### config.mk
export PLATFORM = sky130hd
export DESIGN_NAME = apb_i2c_cmd_sequencer_flat
export DESIGN_NICKNAME = d
export VERILOG_FILES = /design/src/rtl/apb_i2c_cmd_sequencer_if.sv /design/src/rtl/apb_i2c_cmd_sequencer.sv /design/src/flat_wrapper.sv
export SDC_FILE = /design/constraint.sdc
export NUM_CORES = 1
export LEC_CHECK = 0
export ABC_AREA = 1
export CAP_MARGIN = 25
export CORE_MARGIN = 1.5
export CORE_UTILIZATION = 42
export CTS_CLUSTER_DIAMETER = 30
export DETAILED_ROUTE_END_ITERATION = 7
export PLACE_DENSITY = 0.88
export SYNTH_ARGS = -nofsm -noshare
export SYNTH_HDL_FRONTEND = slang
export SYNTH_SLANG_ARGS = --single-unit
### constraint.sdc
create_clock -name PCLK -period 3.1 [get_ports PCLK]
set_input_delay 0.62 -clock PCLK [delete_from_list [all_inputs] [get_ports PCLK]]
set_output_delay 0.62 -clock PCLK [all_outputs]
set_load 0.01 [all_outputs]
### src/rtl/apb_i2c_cmd_sequencer_if.sv
// Host command/response and APB bus bundle for the I2C bridge command sequencer.
// The master modport is the sequencer; the slave modport is the host plus the bridge.
interface apb_i2c_cmd_sequencer_if;
  logic        CMD_VALID;
  logic        CMD_READY;
  logic [1:0]  CMD_OP;
  logic [31:0] CMD_WDATA;
  logic        RSP_VALID;
  logic [31:0] RSP_RDATA;
  logic        RSP_ERR;
  logic        RSP_TIMEOUT;
  logic        PSELx;
  logic        PENABLE;
  logic        PWRITE;
  logic [31:0] PADDR;
  logic [31:0] PWDATA;
  logic [31:0] PRDATA;
  logic        PREADY;
  logic        PSLVERR;

  modport master (
    input  CMD_VALID, CMD_OP, CMD_WDATA, PRDATA, PREADY, PSLVERR,
    output CMD_READY, RSP_VALID, RSP_RDATA, RSP_ERR, RSP_TIMEOUT,
    output PSELx, PENABLE, PWRITE, PADDR, PWDATA
  );

  modport slave (
    output CMD_VALID, CMD_OP, CMD_WDATA, PRDATA, PREADY, PSLVERR,
    input  CMD_READY, RSP_VALID, RSP_RDATA, RSP_ERR, RSP_TIMEOUT,
    input  PSELx, PENABLE, PWRITE, PADDR, PWDATA
  );
endinterface

### src/rtl/apb_i2c_cmd_sequencer.sv
// APB master turning host commands into one APB transfer each, with one response per command.
// Optional wait-state abort is enabled by defining APB_SEQ_TIMEOUT_EN.
module apb_i2c_cmd_sequencer #(
  parameter logic [31:0] BASE_ADDR      = 32'h0,
  parameter int unsigned TIMEOUT_CYCLES = 256
) (
  input  logic                           PCLK,
  input  logic                           PRESETn,
  apb_i2c_cmd_sequencer_if.master        bus,
  input  logic                           INT_RX,
  input  logic                           INT_TX,
  output logic                           BUSY
);

  localparam logic [1:0] OP_RX = 2'b01;

  typedef enum logic [2:0] {
    IDLE    = 3'd0,
    WAIT_RX = 3'd1,
    SETUP   = 3'd2,
    ACCESS  = 3'd3,
    RESP    = 3'd4
  } state_t;

  state_t     state;
  logic [1:0] op_q;

  // TX-empty is informational only
  logic unused_ok;
  assign unused_ok = INT_TX ^ TIMEOUT_CYCLES[0];

`ifdef APB_SEQ_TIMEOUT_EN
  localparam int unsigned CNT_W = (TIMEOUT_CYCLES > 2) ? $clog2(TIMEOUT_CYCLES) : 1;
  localparam logic [CNT_W-1:0] LAST_CNT = CNT_W'(TIMEOUT_CYCLES - 1);
  logic [CNT_W-1:0] wait_cnt;
  logic             expired_c;
  assign expired_c = (wait_cnt == LAST_CNT);
`else
  assign bus.RSP_TIMEOUT = 1'b0;
`endif

  // Sequencer state and all registered outputs
  always_ff @(posedge PCLK or negedge PRESETn) begin
    if (!PRESETn) begin
      state         <= IDLE;
      op_q          <= 2'b00;
      bus.CMD_READY <= 1'b1;
      BUSY          <= 1'b0;
      bus.PSELx     <= 1'b0;
      bus.PENABLE   <= 1'b0;
      bus.PWRITE    <= 1'b0;
      bus.PADDR     <= 32'h0;
      bus.PWDATA    <= 32'h0;
      bus.RSP_VALID <= 1'b0;
      bus.RSP_RDATA <= 32'h0;
      bus.RSP_ERR   <= 1'b0;
`ifdef APB_SEQ_TIMEOUT_EN
      bus.RSP_TIMEOUT <= 1'b0;
      wait_cnt        <= '0;
`endif
    end else begin
      bus.RSP_VALID <= 1'b0;
      case (state)
        IDLE: begin
          if (bus.CMD_VALID) begin
            op_q          <= bus.CMD_OP;
            bus.PADDR     <= BASE_ADDR + 32'({bus.CMD_OP, 2'b00});
            bus.PWRITE    <= (bus.CMD_OP != OP_RX);
            bus.PWDATA    <= bus.CMD_WDATA;
            bus.CMD_READY <= 1'b0;
            BUSY          <= 1'b1;
            if ((bus.CMD_OP == OP_RX) && INT_RX) begin
              state <= WAIT_RX;
`ifdef APB_SEQ_TIMEOUT_EN
              wait_cnt <= '0;
`endif
            end else begin
              state     <= SETUP;
              bus.PSELx <= 1'b1;
            end
          end
        end
        WAIT_RX: begin
          if (!INT_RX) begin
            state     <= SETUP;
            bus.PSELx <= 1'b1;
          end
`ifdef APB_SEQ_TIMEOUT_EN
          else if (expired_c) begin
            state           <= RESP;
            bus.RSP_VALID   <= 1'b1;
            bus.RSP_RDATA   <= 32'h0;
            bus.RSP_ERR     <= 1'b1;
            bus.RSP_TIMEOUT <= 1'b1;
          end else begin
            wait_cnt <= wait_cnt + CNT_W'(1);
          end
`endif
        end
        SETUP: begin
          state       <= ACCESS;
          bus.PENABLE <= 1'b1;
`ifdef APB_SEQ_TIMEOUT_EN
          wait_cnt <= '0;
`endif
        end
        ACCESS: begin
          // PREADY coinciding with expiry completes normally
          if (bus.PREADY) begin
            state         <= RESP;
            bus.PSELx     <= 1'b0;
            bus.PENABLE   <= 1'b0;
            bus.RSP_VALID <= 1'b1;
            bus.RSP_RDATA <= (op_q == OP_RX) ? bus.PRDATA : 32'h0;
            bus.RSP_ERR   <= bus.PSLVERR;
`ifdef APB_SEQ_TIMEOUT_EN
            bus.RSP_TIMEOUT <= 1'b0;
`endif
          end
`ifdef APB_SEQ_TIMEOUT_EN
          else if (expired_c) begin
            state           <= RESP;
            bus.PSELx       <= 1'b0;
            bus.PENABLE     <= 1'b0;
            bus.RSP_VALID   <= 1'b1;
            bus.RSP_RDATA   <= 32'h0;
            bus.RSP_ERR     <= 1'b1;
            bus.RSP_TIMEOUT <= 1'b1;
          end else begin
            wait_cnt <= wait_cnt + CNT_W'(1);
          end
`endif
        end
        RESP: begin
          state         <= IDLE;
          bus.CMD_READY <= 1'b1;
          BUSY          <= 1'b0;
        end
        default: begin
          state         <= IDLE;
          bus.PSELx     <= 1'b0;
          bus.PENABLE   <= 1'b0;
          bus.CMD_READY <= 1'b1;
          BUSY          <= 1'b0;
        end
      endcase
    end
  end

endmodule

### src/flat_wrapper.sv
// flat-port wrapper written by rule: the top's interface ports become plain ports
module apb_i2c_cmd_sequencer_flat 
#(
  parameter logic [31:0] BASE_ADDR      = 32'h0,
  parameter int unsigned TIMEOUT_CYCLES = 256
)
  (PCLK, PRESETn, INT_RX, INT_TX, BUSY, bus_CMD_VALID, bus_CMD_OP, bus_CMD_WDATA, bus_PRDATA, bus_PREADY, bus_PSLVERR, bus_CMD_READY, bus_RSP_VALID, bus_RSP_RDATA, bus_RSP_ERR, bus_RSP_TIMEOUT, bus_PSELx, bus_PENABLE, bus_PWRITE, bus_PADDR, bus_PWDATA);
  apb_i2c_cmd_sequencer_if bus_i ();
  input  logic PCLK;
  input  logic PRESETn;
  input  logic INT_RX;
  input  logic INT_TX;
  output logic BUSY;
  input wire logic [$bits(bus_i.CMD_VALID)-1:0] bus_CMD_VALID;
  input wire logic [$bits(bus_i.CMD_OP)-1:0] bus_CMD_OP;
  input wire logic [$bits(bus_i.CMD_WDATA)-1:0] bus_CMD_WDATA;
  input wire logic [$bits(bus_i.PRDATA)-1:0] bus_PRDATA;
  input wire logic [$bits(bus_i.PREADY)-1:0] bus_PREADY;
  input wire logic [$bits(bus_i.PSLVERR)-1:0] bus_PSLVERR;
  output wire logic [$bits(bus_i.CMD_READY)-1:0] bus_CMD_READY;
  output wire logic [$bits(bus_i.RSP_VALID)-1:0] bus_RSP_VALID;
  output wire logic [$bits(bus_i.RSP_RDATA)-1:0] bus_RSP_RDATA;
  output wire logic [$bits(bus_i.RSP_ERR)-1:0] bus_RSP_ERR;
  output wire logic [$bits(bus_i.RSP_TIMEOUT)-1:0] bus_RSP_TIMEOUT;
  output wire logic [$bits(bus_i.PSELx)-1:0] bus_PSELx;
  output wire logic [$bits(bus_i.PENABLE)-1:0] bus_PENABLE;
  output wire logic [$bits(bus_i.PWRITE)-1:0] bus_PWRITE;
  output wire logic [$bits(bus_i.PADDR)-1:0] bus_PADDR;
  output wire logic [$bits(bus_i.PWDATA)-1:0] bus_PWDATA;
  assign bus_i.CMD_VALID = bus_CMD_VALID;
  assign bus_i.CMD_OP = bus_CMD_OP;
  assign bus_i.CMD_WDATA = bus_CMD_WDATA;
  assign bus_i.PRDATA = bus_PRDATA;
  assign bus_i.PREADY = bus_PREADY;
  assign bus_i.PSLVERR = bus_PSLVERR;
  assign bus_CMD_READY = bus_i.CMD_READY;
  assign bus_RSP_VALID = bus_i.RSP_VALID;
  assign bus_RSP_RDATA = bus_i.RSP_RDATA;
  assign bus_RSP_ERR = bus_i.RSP_ERR;
  assign bus_RSP_TIMEOUT = bus_i.RSP_TIMEOUT;
  assign bus_PSELx = bus_i.PSELx;
  assign bus_PENABLE = bus_i.PENABLE;
  assign bus_PWRITE = bus_i.PWRITE;
  assign bus_PADDR = bus_i.PADDR;
  assign bus_PWDATA = bus_i.PWDATA;
  apb_i2c_cmd_sequencer #(.BASE_ADDR(BASE_ADDR), .TIMEOUT_CYCLES(TIMEOUT_CYCLES)) u_core (.PCLK(PCLK), .PRESETn(PRESETn), .bus(bus_i), .INT_RX(INT_RX), .INT_TX(INT_TX), .BUSY(BUSY));
endmodule
; ---- After elaboration in Yosys (flattened, before gate mapping)
; Index checks and enable logic that the tools add are counted.
[classes]
n_eq_ne = 11
muxes = 18
bitwise_logic = 3
n_reduce_logical = 11
[ops]
columns = op, count
row1 = 2-to-1 mux 32 bit, 1
row2 = one-hot mux 3 bit (4 select lines), 1
row3 = 2-to-1 mux 3 bit, 3
row4 = 2-to-1 mux 1 bit, 8
row5 = "inequality test 2 bit, second input constant", 4
row6 = AND reduction 2 bit, 4
row7 = "equality test 3 x 2 -> 1 bit, second input constant", 2
row8 = OR reduction 3 bit, 2
row9 = AND reduction 5 bit, 1
row10 = "equality test 2 x 1 -> 1 bit, second input constant", 2
row11 = one-hot mux 1 bit (2 select lines), 2
row12 = one-hot mux 1 bit (4 select lines), 1
row13 = "equality test 3 x 1 -> 1 bit, second input constant", 1
row14 = "equality test 3 bit, second input constant", 1
row15 = logical NOT 3 bit, 1
row16 = NOT 1 bit, 3
row17 = one-hot mux 1 bit (3 select lines), 1
row18 = AND reduction 3 bit, 1
row19 = 2-to-1 mux 2 bit, 1
row20 = "inequality test 2 x 1 -> 1 bit, second input constant", 1
row21 = OR reduction 2 bit, 1
row22 = logical AND 1 bit, 1
[totals]
ff_bits = 76
in_bits = 73
out_inout_bits = 104
elab_cells = 54

; ---- Longest topological paths before layout
; Gate-level depths: netlist of run 1.
[depth]
word_depth = 5
depth_mapped = 8
depth_no_buf = 7

; ---- Least setup slack after synthesis of run 1
; Ideal clock, no wire load.
[synth_path]
path_kind = input to register
from = input port bus_PREADY
to = register u_core.bus.RSP_RDATA[16]
setup_time_ns = 0.066
arrival_time_ns = 1.191
t_required_ns = 3.034
path_slack_ns = 1.843
cell_stages = 4
n_path_buf = 1
cell_sequence = inv_1 > clkbuf_1 > o21ai_0 > nand2_1
[synth_between]
elab_chain_cells = 1
[synth_rtl]
columns = item, line
row1 = "start, declared", flat_wrapper.sv:18  ; input wire logic [$bits(bus_i.PREADY)-1:0] bus_PREADY;
row2 = AND reduction 2 bit (no source line), -
row3 = "end signal, assigned", apb_i2c_cmd_sequencer.sv:114  ; bus.RSP_RDATA <= (op_q == OP_RX) ? bus.PRDATA : 32'h0;
row4 = "end, declared", apb_i2c_cmd_sequencer_if.sv:23  ; output CMD_READY, RSP_VALID, RSP_RDATA, RSP_ERR, RSP_TIMEOUT,
; No other way between the ends.
; A chain may end at the register's enable or synchronous reset.

; ---- Worst setup path in the final report of run 1
[layout_path]
from = register u_core.bus.CMD_READY
to = output port bus_CMD_READY
[layout_rtl]
columns = item, line
row1 = "start, declared", apb_i2c_cmd_sequencer_if.sv:23
row2 = "start signal, assigned", apb_i2c_cmd_sequencer.sv:47  ; bus.CMD_READY <= 1'b1;
row3 = "start signal, assigned", apb_i2c_cmd_sequencer.sv:70  ; bus.CMD_READY <= 1'b0;
row4 = "start signal, assigned", apb_i2c_cmd_sequencer.sv:136  ; bus.CMD_READY <= 1'b1;
row5 = "end, declared", flat_wrapper.sv:20  ; output wire logic [$bits(bus_i.CMD_READY)-1:0] bus_CMD_READY;
; No word-level cell between the ends.

==> load_flow_metrics.sql, run 1 <==
INSERT INTO impl_metrics (metric_group, metric, value, unit) VALUES
('worst_setup_path', 'arrival', '1410', 'ps'),
('power_and_ir_drop', 'pwr_density_cell', '880', 'nW/µm²'),
('sta', 'fin_setup_tns', '0', 'ps'),
('synth', 'number_of_distinct_library_cell_variants_in_the_gate_level_netlist_after_synthesis', '26', ''),
('floorplan', 'dieArea', '8510', 'µm²'),
('routing', 'drtIter0Drc', '97', ''),
('routing', 'drtPass1Iterations', '4', ''),
('floorplan', 'standard_cell_rows', '32', ''),
('clock_network', 'cts_buffers', '9', ''),
('power_and_ir_drop', 'p_leak', '2.46', 'nW'),
('sta', 'finalClockSkew', '15.8', 'ps'),
('synth', 'syn_area', '3350', 'µm²'),
('sta', 'maxSlewHeadroom', '0.516', ''),
('worst_setup_path', 'cpMaxStageDelayCell', 'sky130_fd_sc_hd__dfstp_2', ''),
('grt', 'grt_most_used_layer', 'met2', ''),
('grt', 'grt_overflow', '0', ''),
('synth', 'synthFlopType', 'sky130_fd_sc_hd__dfrtp_1', ''),
('sta', 'setup_repair_after_global_routing_missed_its_margin', 'false', ''),
('worst_setup_path', 'cp_top_family', 'flip-flops', ''),
('routing', 'avgViaCountPerCell', '4.68', ''),
('floorplan', 'die-width', '92.3', 'µm'),
('cells_and_area', 'multi_input_comb_area', '1180', 'µm²'),
('grt', 'grt_first_pass_wirelength', '12.6', 'mm'),
('sta', 'final_max_slew_viol_count', '0', ''),
('cells_and_area', 'area_growth_syn_to_layout', '48.4', '%'),
('clock_network', 'worst_setup_hold_path_clk_slew', '80', 'ps'),
('power_and_ir_drop', 'irDropWorstVdd', '0.000437', 'V'),
('cells_and_area', 'design.final.nets', '588', ''),
('placement', 'finalWeightedCongestion', '0.816', ''),
('grt', 'global_route.usage.met3', '0.0655', ''),
('routing', 'routed-via-count', '2908', ''),
('synth', 'post_synth.cell_area_avg', '8.88', 'µm²'),
('floorplan', 'io_pins', '177', ''),
('synth', 'postSynthRegisterBits', '76', ''),
('routing', 'drcViolationCount', '0', ''),
('synth', 'fraction_of_the_yosys_area_taken_by_sequential_cells', '0.569', ''),
('worst_setup_path', 'setup.worst_path.class', 'reg -> out', ''),
('sta', 'finalHoldViolCount', '0', ''),
('cells_and_area', 'drive_gt1_frac', '0.0558', ''),
('placement', 'dpl.hpwl', '5.51', 'mm'),
('synth', 'post_synth_inst_count', '377', ''),
('cells_and_area', 'register_area', '1900', 'µm²'),
('clock_network', 'post_cts_resized', '0', ''),
('worst_setup_path', 'worst-path-max-fanout', '2', ''),
('sta', 'worst-slew-pin-transition', '724', 'ps'),
('clock_network', 'clock_sink_count', '76', ''),
('floorplan', 'coreArea', '7730', 'µm²'),
('sta', 'layout_min_cycle_time', '2030', 'ps'),
('status', 'outcome', 'finished clean', ''),
('grt', 'grtUsageTotal', '0.190', ''),
('clock_network', 'number_of_levels_the_h_tree_was_split_into', '3', ''),
('grt', 'global_route.usage.met1', '0.222', ''),
('cells_and_area', 'n_antenna_cell', '0', ''),
('grt', 'met2_usage', '0.315', ''),
('worst_setup_path', 'cp.buffers_inverters', '1', ''),
('synth', 'ys_warn_count', '0', ''),
('floorplan', 'die_h', '92.3', 'µm'),
('clock_network', 'clock_tree.buffer_depth', '2', ''),
('grt', 'grt_antenna_before_repair', '0', ''),
('routing', 'drt_wl_total', '7.93', 'mm'),
('synth', 'synth_edf_count', '0', ''),
('cells_and_area', 'finish.cell_count_without_fillers', '622', ''),
('grt', 'first_global_vias', '2735', ''),
('routing', 'routedWlPerCell', '12.8', 'µm'),
('clock_network', 'cts_tree', 'yes', ''),
('run', 'max_cap_violations', '0', ''),
('clock_network', 'clkLatencyLatePin', '340', 'ps'),
('worst_setup_path', 'critical_path_required', '2480', 'ps'),
('placement', 'io_buffers', '144', ''),
('synth', 'async_reset_ff_frac', '1.00', ''),
('floorplan', 'initial_core_util', '0.433', '');
-- final timing paths --
check	end	from	cells past startpoint	slack (ps)
setup / recovery	bus_CMD_READY	u_core.bus.CMD_READY$_DFFE_PN1P_	1	1070
hold / removal	u_core.bus.RSP_RDATA[17]$_DFFE_PN0P_	PRESETn	1	210
setup reg to reg	u_core.bus.RSP_RDATA[14]$_DFFE_PN0P_	u_core.state[2]$_DFFE_PN0P_	5	1150
hold reg to reg	u_core.bus.PWDATA[2]$_DFFE_PN0P_	u_core.bus.PWDATA[2]$_DFFE_PN0P_	2	470
max in group asynchronous	u_core.bus.CMD_READY$_DFFE_PN1P_	PRESETn	2	2280
min in group PCLK	u_core.bus.PWDATA[2]$_DFFE_PN0P_	u_core.bus.PWDATA[2]$_DFFE_PN0P_	2	470
-- layout make-up --
type,count,area share
clock inverters,4,0.0191
inverters,9,0.00730
well taps,102,0.0257
flip-flops and latches,76,0.383
repair buffers,147,0.297
clock buffers,12,0.0312
multi-input cells,272,0.237
-- flip-flops by register name, indices dropped and copies added (netlist names) --
name and flops:
u_core.state 3, u_core.bus.CMD_READY 1, u_core.bus.PSELx 1, u_core.bus.PENABLE 1
u_core.bus.PWDATA 32, u_core.bus.RSP_VALID 1, u_core.op_q 2, u_core.BUSY 1
u_core.bus.RSP_ERR 1, u_core.bus.RSP_RDATA 32, u_core.bus.PWRITE 1
-- per-stage QoR --
stage,hold slack [ps],area (µm²),power [mW],setup slack [ps],utilization
after floorplan,324,3460,2.52,1840,-
after global placement,454,4700,3.42,885,0.608
after detailed placement,459,4700,3.48,837,0.608
after CTS,440,4950,4.42,1040,0.640
after global routing,229,4970,4.67,925,0.643
final,207,4970,4.37,1070,0.643
-- cells in the final DEF, fill, tap and decap left out, drive strengths merged --
cell             n
dfrtp           75
a21o             1
nand2          148
clkdlybuf4s50  143
o21ai           37
buf              4
a21boi           1
conb            31
dfstp            1
nor3             1
inv              9
clkinv           1
a21oi            3
nor2            14
clkbuf          12
nand3           36
bufinv           3
-- power by group --
part | internal, mW | total [mW] | switching [mW]
combinational | 0.921 | 1.84 | 0.921
clock | 0.578 | 0.922 | 0.344
sequential | 1.38 | 1.61 | 0.229
-- logic make-up after synthesis --
family,after synthesis,synth area share
buffers and inverters,59,0.114
other,1,0.00112
AND/OR/NAND/NOR,199,0.252
flip-flops,76,0.569
AO/OA/AOI/OAI,42,0.0643
-- layer usage --
layer | vias up | wire length [µm]
li1 | 1406 | -
met1 | 1348 | 3230
met2 | 140 | 3740
met3 | 14 | 833
met4 | 0 | 136
met5 | - | 0
-- Yosys cell counts (2+ instances only) --
| cell | n | area [µm²] |
|---|---|---|
| sky130_fd_sc_hd__inv_1 | 7 | 26.3 |
| sky130_fd_sc_hd__buf_4 | 35 | 263 |
| sky130_fd_sc_hd__o21ai_0 | 36 | 180 |
| sky130_fd_sc_hd__dfrtp_1 | 75 | 1880 |
| sky130_fd_sc_hd__a21oi_1 | 3 | 15.0 |
| sky130_fd_sc_hd__nor2_4 | 2 | 22.5 |
| sky130_fd_sc_hd__buf_6 | 3 | 33.8 |
| sky130_fd_sc_hd__nand2_1 | 147 | 552 |
| sky130_fd_sc_hd__nor2_1 | 10 | 37.5 |
| sky130_fd_sc_hd__nand3_1 | 35 | 175 |
| sky130_fd_sc_hd__buf_2 | 3 | 15.0 |
| sky130_fd_sc_hd__clkbuf_1 | 7 | 26.3 |
(Power assumes the default switching activity.)
==> run 2, diff against run 1 <==
CORE_UTILIZATION = 39   (was 42)
PLACE_DENSITY = 0.83   (was 0.88)
clock period = 2.1 ns   (was 3.1 ns; I/O delays follow)
==> load_flow_metrics.sql, run 2 (synthesized netlist as in run 1, its figures left out) <==
INSERT INTO impl_metrics (metric_group, metric, value, unit) VALUES
('sta', 'setup_viol', '0', ''),
('clock_network', 'ctsRootBufferMaster', 'sky130_fd_sc_hd__clkbuf_8', ''),
('clock_network', 'clock_tree.buffer_depth', '2', ''),
('clock_network', 'number_of_levels_the_h_tree_was_split_into', '3', ''),
('clock_network', 'cts_tree', 'yes', ''),
('grt', 'global_route.usage.met1', '0.212', ''),
('routing', 'avgViaCountPerCell', '4.63', ''),
('cells_and_area', 'reg.largest.list', 'u_core.bus.PWDATA: 32 flops, u_core.bus.RSP_RDATA: 32 flops, u_core.state: 3 flops', ''),
('grt', 'grt_most_used_layer', 'met2', ''),
('sta', 'layout_min_cycle_time', '1810', 'ps'),
('sta', 'final_max_slew_viol_count', '0', ''),
('run', 'max_cap_violations', '0', ''),
('clock_network', 'cts_buffers', '9', ''),
('routing', 'drtIter0Drc', '118', ''),
('worst_setup_path', 'cp.buffers_inverters', '1', ''),
('floorplan', 'standard_cell_rows', '33', ''),
('placement', 'dpl.hpwl', '5.73', 'mm'),
('floorplan', 'initial_core_util', '0.405', ''),
('cells_and_area', 'drive_gt1_frac', '0.0575', ''),
('power_and_ir_drop', 'pwr_density_cell', '1260', 'nW/µm²'),
('sta', 'timing.final.crit_share', '0.860', ''),
('clock_network', 'post-cts-setup-buffers', '0', ''),
('clock_network', 'clock_sink_count', '76', ''),
('placement', 'io_buffers', '144', ''),
('worst_setup_path', 'cpMaxStageDelayCell', 'sky130_fd_sc_hd__dfstp_2', ''),
('floorplan', 'die-width', '95.6', 'µm'),
('sta', 'setup_slack', '293', 'ps'),
('worst_setup_path', 'worst-path-max-fanout', '2', ''),
('worst_setup_path', 'setup.worst_path.class', 'reg -> out', ''),
('placement', 'dp_worst_setup_slack', '384', 'ps'),
('cells_and_area', 'leading_cell_type_in_the_layout_fill_and_taps_excluded', 'sky130_fd_sc_hd__nand2_1', ''),
('worst_setup_path', 'cp_top_family', 'flip-flops', ''),
('cells_and_area', 'area_growth_syn_to_layout', '48.1', '%'),
('sta', 'max_freq', '553', 'MHz'),
('grt', 'first_global_vias', '2856', ''),
('clock_network', 'post_cts_resized', '0', ''),
('routing', 'drtPass1Iterations', '4', ''),
('routing', 'drcViolationCount', '0', ''),
('grt', 'global_route.usage.met3', '0.0758', ''),
('routing', 'routedWlPerCell', '13.0', 'µm'),
('worst_setup_path', 'critical_path.endpoint_type', 'primary output', ''),
('floorplan', 'coreArea', '8260', 'µm²'),
('sta', 'setup_repair_after_global_routing_missed_its_margin', 'false', ''),
('power_and_ir_drop', 'p_leak', '2.44', 'nW'),
('clock_network', 'clkLatencyLatePin', '330', 'ps'),
('cells_and_area', 'design.final.nets', '590', ''),
('cells_and_area', 'final_area', '4960', 'µm²'),
('worst_setup_path', 'max_stage_delay', '530', 'ps'),
('floorplan', 'die_h', '95.6', 'µm'),
('routing', 'final_antenna_net_count', '0', ''),
('grt', 'grtUsageTotal', '0.181', ''),
('clock_network', 'worst_setup_hold_path_clk_slew', '80', 'ps'),
('worst_setup_path', 'timing.rr.start', 'u_core.state[2]$_DFFE_PN0P_', ''),
('worst_setup_path', 'arrival', '1390', 'ps'),
('clock_network', 'hold_buf_count_cts', '0', ''),
('placement', 'placed_cell_area', '4760', 'µm²'),
('min_path', 'worst_min_delay_path_category', 'in -> async', ''),
('floorplan', 'io_pins', '177', ''),
('power_and_ir_drop', 'irDropWorstVdd', '0.000502', 'V'),
('sta', 'finalHoldViolCount', '0', ''),
('status', 'outcome', 'finished clean', ''),
('grt', 'maximum_number_of_pins_on_one_net_before_global_route_repair', '41', ''),
('sta', 'fin_setup_tns', '0', 'ps'),
('worst_setup_path', 'crit_start', 'u_core.bus.CMD_READY$_DFFE_PN1P_', ''),
('routing', 'drt_wl_total', '8.13', 'mm'),
('worst_setup_path', 'start_kind', 'register', ''),
('worst_setup_path', 'cp_cell_sequence', 'clkdlybuf4s50_1', ''),
('cells_and_area', 'leading_cell_types_in_the_layout_fill_and_taps_excluded', 'sky130_fd_sc_hd__nand2_1 (147), sky130_fd_sc_hd__clkdlybuf4s50_1 (143), sky130_fd_sc_hd__dfrtp_1 (75)', ''),
('grt', 'grt_antenna_before_repair', '0', ''),
('grt', 'grt_overflow', '0', ''),
('placement', 'finalWeightedCongestion', '0.907', ''),
('sta', 'finalClockSkew', '10.5', 'ps'),
('floorplan', 'dieArea', '9150', 'µm²'),
('cells_and_area', 'n_antenna_cell', '0', ''),
('grt', 'grt_first_pass_wirelength', '12.8', 'mm'),
('grt', 'met2_usage', '0.299', ''),
('routing', 'routed-via-count', '2906', ''),
('worst_setup_path', 'critical_path_required', '1680', 'ps');
run 2: cell count changes in the layout (fill, tap and decap cells not counted), sizes merged:
cell	before	now
buf	4	6
clkinvlp	0	2
bufinv	3	1
run 2: worst paths after layout:
kind | end | slack [ps] | cells after the start
worst max-delay path | bus_CMD_READY | 290 | 1
worst min-delay path | u_core.bus.PWDATA[15]$_DFFE_PN0P_ | 30 | 1
worst max register to register | u_core.bus.RSP_RDATA[22]$_DFFE_PN0P_ | 510 | 6
worst min register to register | u_core.bus.PWDATA[19]$_DFFE_PN0P_ | 470 | 2
max in group asynchronous | u_core.bus.RSP_RDATA[3]$_DFFE_PN0P_ | 1470 | 2
min in group PCLK | u_core.bus.PWDATA[19]$_DFFE_PN0P_ | 470 | 2
run 2: metrics by stage:
step / total power [mW] / hold WS, ps / std cells / util
after floorplan: 3.72 / 124 / 407 / -
after global placement: 5.11 / 409 / 611 / 0.577
after detailed placement: 5.21 / 416 / 611 / 0.577
after CTS: 6.32 / 40.6 / 627 / 0.600
after global routing: 6.73 / 40.2 / 627 / 0.600
final: 6.24 / 32.9 / 627 / 0.600
run 2: layout make-up:
class | count | area (µm²)
multi-input combinational | 272 | 1180
timing repair buffer | 149 | 1510
sequential | 76 | 1900
clock inverter | 4 | 50.0
inverter | 9 | 36.3
clock buffer | 12 | 145
fill | 692 | 3300
tap | 105 | 131
run 2: routing by layer:
metal / part of all wire / up-vias
li1: - / 1409
met1: 0.41 / 1333
met2: 0.46 / 151
met3: 0.11 / 13
met4: 0.016 / 0
met5: 0 / -
run 2: report_power, final:
group	switching [mW]	internal, mW	total (mW)
registers	0.339	2.04	2.37
logic	1.38	1.40	2.78
clock network	0.504	0.581	1.08
